[src/rtl/regfile_pkg.sv]
// Shared sizing and small types for the register-file writeback arbiter.
package regfile_pkg;

    localparam int XLEN   = 32;
    localparam int NREG   = 32;
    localparam int REG_AW = 5;

    typedef enum logic [1:0] {
        SRC_NONE = 2'd0,
        SRC_ALU  = 2'd1,
        SRC_LD   = 2'd2
    } wb_src_e;

    function automatic logic is_x0(input logic [REG_AW-1:0] rd);
        return rd == '0;
    endfunction

endpackage

[src/rtl/rr_arb2.sv]
// Two-requester round-robin arbiter; pri selects the winner on contention
// and flips only after a contended cycle.
module rr_arb2 (
    input  logic clk,
    input  logic reset,
    input  logic req0,
    input  logic req1,
    output logic gnt0,
    output logic gnt1
);

    logic pri_q;
    logic pri_d;

    always_comb begin
        gnt0  = req0 & (~req1 | ~pri_q);
        gnt1  = req1 & (~req0 |  pri_q);
        pri_d = pri_q;
        // The winner was the one pri pointed at, so favouring the loser is a flip.
        if (req0 && req1) begin
            pri_d = ~pri_q;
        end
    end

    // NOTE: sequential state uses non-blocking assignments so every flop samples pre-edge values.
    always_ff @(posedge clk or posedge reset) begin
        if (reset) begin
            pri_q <= 1'b0;
        end else begin
            pri_q <= pri_d;
        end
    end

endmodule

[src/rtl/regfile_wb_arbiter.sv]
// Arbitrates ALU and load writebacks onto one registered register-file write
// port, with a load scoreboard that blocks WAW writes and flags RAW hazards.
module regfile_wb_arbiter #(
    parameter int XLEN = regfile_pkg::XLEN,
    parameter int NREG = regfile_pkg::NREG
) (
    input  logic                           clk,
    input  logic                           reset,
    input  logic                           alu_valid,
    output logic                           alu_ready,
    input  logic [regfile_pkg::REG_AW-1:0] alu_rd,
    input  logic [XLEN-1:0]                alu_data,
    input  logic                           ld_issue,
    input  logic [regfile_pkg::REG_AW-1:0] ld_issue_rd,
    input  logic                           ld_valid,
    output logic                           ld_ready,
    input  logic [regfile_pkg::REG_AW-1:0] ld_rd,
    input  logic [XLEN-1:0]                ld_data,
    input  logic [regfile_pkg::REG_AW-1:0] rs1_addr,
    input  logic [regfile_pkg::REG_AW-1:0] rs2_addr,
    output logic                           hazard,
    output logic                           rf_write,
    output logic [regfile_pkg::REG_AW-1:0] rf_addr,
    output logic [XLEN-1:0]                rf_data
);

    import regfile_pkg::*;

    logic [NREG-1:0]   busy_q, busy_d;
    logic              rf_write_q, rf_write_d;
    logic [REG_AW-1:0] rf_addr_q, rf_addr_d;
    logic [XLEN-1:0]   rf_data_q, rf_data_d;
    logic              alu_elig, ld_elig;
    wb_src_e           src;

    // Gating with reset keeps the handshake quiet while reset is held.
    assign alu_elig = ~reset & alu_valid & ~busy_q[alu_rd];
    assign ld_elig  = ~reset & ld_valid;

    rr_arb2 u_arb (
        .clk   (clk),
        .reset (reset),
        .req0  (alu_elig),
        .req1  (ld_elig),
        .gnt0  (alu_ready),
        .gnt1  (ld_ready)
    );

    assign hazard = ~reset & (busy_q[rs1_addr] | busy_q[rs2_addr]);

    always_comb begin
        // NOTE: every combinational output gets a default first, so no path infers a latch.
        src        = SRC_NONE;
        rf_write_d = 1'b0;
        rf_addr_d  = rf_addr_q;
        rf_data_d  = rf_data_q;
        if (alu_ready) begin
            src = SRC_ALU;
        end else if (ld_ready) begin
            src = SRC_LD;
        end
        case (src)
            SRC_ALU: begin
                rf_write_d = ~is_x0(alu_rd);
                rf_addr_d  = alu_rd;
                rf_data_d  = alu_data;
            end
            SRC_LD: begin
                rf_write_d = ~is_x0(ld_rd);
                rf_addr_d  = ld_rd;
                rf_data_d  = ld_data;
            end
            default: ;
        endcase
    end

    always_comb begin
        busy_d = '0;
        // Set is OR'd after the clear so a same-edge reissue keeps the register busy.
        for (int i = 1; i < NREG; i++) begin
            busy_d[i] = (busy_q[i] & ~(ld_ready && ld_rd == REG_AW'(i)))
                      | (ld_issue && ld_issue_rd == REG_AW'(i));
        end
    end

    always_ff @(posedge clk or posedge reset) begin
        if (reset) begin
            busy_q     <= '0;
            rf_write_q <= 1'b0;
            rf_addr_q  <= '0;
            rf_data_q  <= '0;
        end else begin
            busy_q     <= busy_d;
            rf_write_q <= rf_write_d;
            rf_addr_q  <= rf_addr_d;
            rf_data_q  <= rf_data_d;
        end
    end

    assign rf_write = rf_write_q;
    assign rf_addr  = rf_addr_q;
    assign rf_data  = rf_data_q;

endmodule

[config.mk]
export PLATFORM = sky130hd
export DESIGN_NAME = regfile_wb_arbiter
export DESIGN_NICKNAME = d
export VERILOG_FILES = /design/src/rtl/regfile_pkg.sv /design/src/rtl/rr_arb2.sv /design/src/rtl/regfile_wb_arbiter.sv
export SDC_FILE = /design/constraint.sdc
export NUM_CORES = 1
export LEC_CHECK = 0
export ABC_AREA = 1
export ABC_CLOCK_PERIOD_IN_PS = 10920
export CORE_MARGIN = 3
export CORE_UTILIZATION = 69
export DETAILED_ROUTE_END_ITERATION = 6
export DONT_BUFFER_PORTS = 1
export PLACE_DENSITY = 0.93
export SYNTH_ARGS = -nofsm -noshare
export SYNTH_HDL_FRONTEND = slang
export SYNTH_SLANG_ARGS = --single-unit
[constraint.sdc]
create_clock -name clk -period 10.92 [get_ports clk]
set_input_delay 2.184 -clock clk [delete_from_list [all_inputs] [get_ports clk]]
set_output_delay 2.184 -clock clk [all_outputs]
set_load 0.01 [all_outputs]
==> results_dict.tcl <==
set metrics [dict create \
    status "completed" \
    grt_use_met3_pct 11.69 \
    route.detailed.drc 0 \
    whs_ps 501.0 \
    synth-xor-area-share_pct 0 \
    fin_skew_ps 13.46 \
    post-synth-top-area-cell "dfrtp_1" \
    cts_root_buf "clkbuf_8" \
    synth_mux_area_share_pct 0 \
    vdd.ir_drop.worst_v 0.0001097 \
    grt_pass1_wl_um 22150 \
    max_freq_mhz 150.9 \
    ys_ff_latch 70 \
    pwr-share-seq_pct 49.9 \
    fin_area_mm2 0.004887 \
    row_count 29 \
    wl_per_cell_um 18.01 \
    ys_async_sr_fraction_pct 100.0 \
    synth_most_common_cell "nand2_1" \
    synth_top_family_by_area "simple AND/OR/NAND/NOR gates" \
    cts.sinks 70 \
    vias 4797 \
    holdBufCountCts 0 \
    synth_edf_count 0 \
    ys_warn_count 0 \
    final.period_utilization_pct 60.70 \
    timing.setup.tns_ps 0 \
    ys_seq_area_share_pct 36.22 \
    syn_area_mm2 0.004836 \
    num-nets-final 766 \
    routed_wl_um 13870 \
    hpwl_um 10150 \
    antenna_cells 0 \
    cts_tree "yes" \
    clk_latency_ps 350 \
    core_mm2 0.006568 \
    syn2layout_area_growth_pct 1.061 \
    clk_pin_slew_ps 70 \
    power_density_mw_per_mm2 159.9 \
    avgSynthCellArea_um2 6.938 \
    antenna_found_initial 0 \
    cts_resized 0 \
    max_slew_margin_pct 25.79 \
    grt_overflow 0 \
    switchingPower_uw 306.2 \
    synth-simple-area-share_pct 36.92 \
    dpl_cell_area_mm2 0.004703 \
    ys.flop_type "dfrtp_1" \
    path_max_fanout 39 \
    io_pins 135 \
    avgViaCountPerCell 6.230 \
    power_leakage_nw 2.313 \
    grt_usage_pct 33.85 \
    dpl.cell_count 754 \
    arrival_ps 4440 \
    clockPowerShare_pct 24.9 \
    p_comb_share_pct 25.2 \
    met1_usage_pct 42.34 \
    syn-num-nets 791 \
    hold_path_class "reg2reg" \
    worst_slew_pin_slew_ps 1109 \
    clockBufferDepth 2 \
    slew_viol_final 0 \
    synth_common_cells "199 x nand2_1, 106 x nor2_1, 70 x dfrtp_1, 65 x o21ai_0, 52 x inv_1" \
    end_kind "output pin" \
    htreeDepth 3 \
    path_class "in2out" \
    die_width_um 89.72 \
    drt_iter0_markers 585 \
    synth_fa_ha_area_share_pct 0 \
    hold_viol 0 \
    synth_cells 697 \
    grt_pass1_vias 4510 \
    utilization_pct 74.41 \
    crit_required_ps 8740 \
    setup_viol 0 \
    drv_cap 0 \
    min_period_ps 6628 \
    layoutNonFillerInstCount 770 \
    portBuffers 0 \
    initial_core_util_pct 73.63 \
    first_pass_iters 5 \
    drive_gt1_share_pct 14.03 \
    gp_routability_congestion 0.9330 \
    grt_util_met2_pct 53.88 \
    intPower_uw 475.3 \
    drtAntennaViolNets 0 \
    swShare_pct 39.18 \
    grt-busiest-layer "met2" \
    cp-start-kind "input port" \
    die_y_um 89.72 \
    die-area_mm2 0.008049 \
    grt_setup_unrepaired "no" \
    synthTopCellsByArea "dfrtp_1 36%, nand2_1 15%, nor2_1 8.2%, nand3_2 7.0%, o21ai_0 6.7%" \
    synthDistinctLibCells 24 \
    post_cts_buffers 0 \
    synth-compound-area-share_pct 16.92 \
    cts-buffers-inserted 9 \
    grt_max_degree 71 \
    synth_top_area_share_pct 36.22 \
]
[cells by family after synthesis]
kind of cell | Yosys count
compound gates | 138
buf+inv | 94
flops | 70
simple gates | 395
[through the flow]
step	worst slack [ps]	power, mW
after floorplan	4199	0.5361
after global placement	4425	0.5712
after detailed placement	4336	0.5832
after CTS	4338	0.7748
after global routing	4084	0.8241
final	4292	0.7816
[power groups by stage]
stage | Sequential (mW) | Clock, mW | Combinational, mW
6_report | 0.390 | 0.195 | 0.197
5_1_grt | 0.393 | 0.209 | 0.221
3_3_place_gp | 0.388 | 0 | 0.183
4_1_cts | 0.386 | 0.195 | 0.194
2_1_floorplan | 0.366 | 0 | 0.170
3_5_place_dp | 0.390 | 0 | 0.193
[worst max-delay path, stage by stage]
cell     delay [ps]
inv_2            20
nand2_1          40
buf_4           320
inv_1           160
nand2_2          90
buf_4           490
nand4_2         750
inv_1           360
[placed cells by master, fill, tap and decap left out]
cell type   count
nand2_1       198
dfrtp_1        70
clkinv_2        1
nand3_2        34
o21ai_1         3
a21oi_1        34
buf_4           3
nand4_2         1
clkinv_4        2
clkbuf_8       10
a21oi_2        30
clkinv_1        1
nor2_1        106
clkinvlp_4      2
inv_2           3
or2_0           1
nand2_2         6
o21ai_0        65
nand3b_1        1
or2_2           2
o211ai_1        6
inv_6           1
inv_1          51
nand3_1        46
[routing by layer]
| layer | vias up | share of wire, % |
|---|---|---|
| met5 | - | 0 |
| met4 | 0 | 2.5 |
| met3 | 40 | 14 |
| met2 | 341 | 48 |
| met1 | 2227 | 36 |
| li1 | 2189 | - |
[registers in the layout, summed over array words and instances, names as in the netlist]
| name | count |
|---|---|
| rf_write | 1 |
| rf_addr | 5 |
| u_arb.pri_q | 1 |
| busy_q | 31 |
| rf_data | 32 |
[cell type report]
cell class / count / area (um^2)
multi-input combinational: 533 / 2606
clock buffer: 10 / 137.6
inverter: 55 / 206.4
clock inverter: 6 / 46.29
sequential: 70 / 1752
timing repair buffer: 3 / 22.52
tap: 93 / 116.4
fill: 527 / 1680
[final timing paths]
kind | startpoint | end | slack [ps] | depth (start not counted)
worst min-delay path | busy_q[14] | busy_q[14] | 500 | 2
worst max register to register | busy_q[2] | rf_write | 7680 | 14
worst min register to register | busy_q[14] | busy_q[14] | 500 | 2
min in group asynchronous | reset | rf_data[6] | 2000 | 2
worst max-delay path | reset | alu_ready | 4290 | 8
max in group asynchronous | reset | busy_q[24] | 8350 | 2
(Power assumes the default switching activity.)
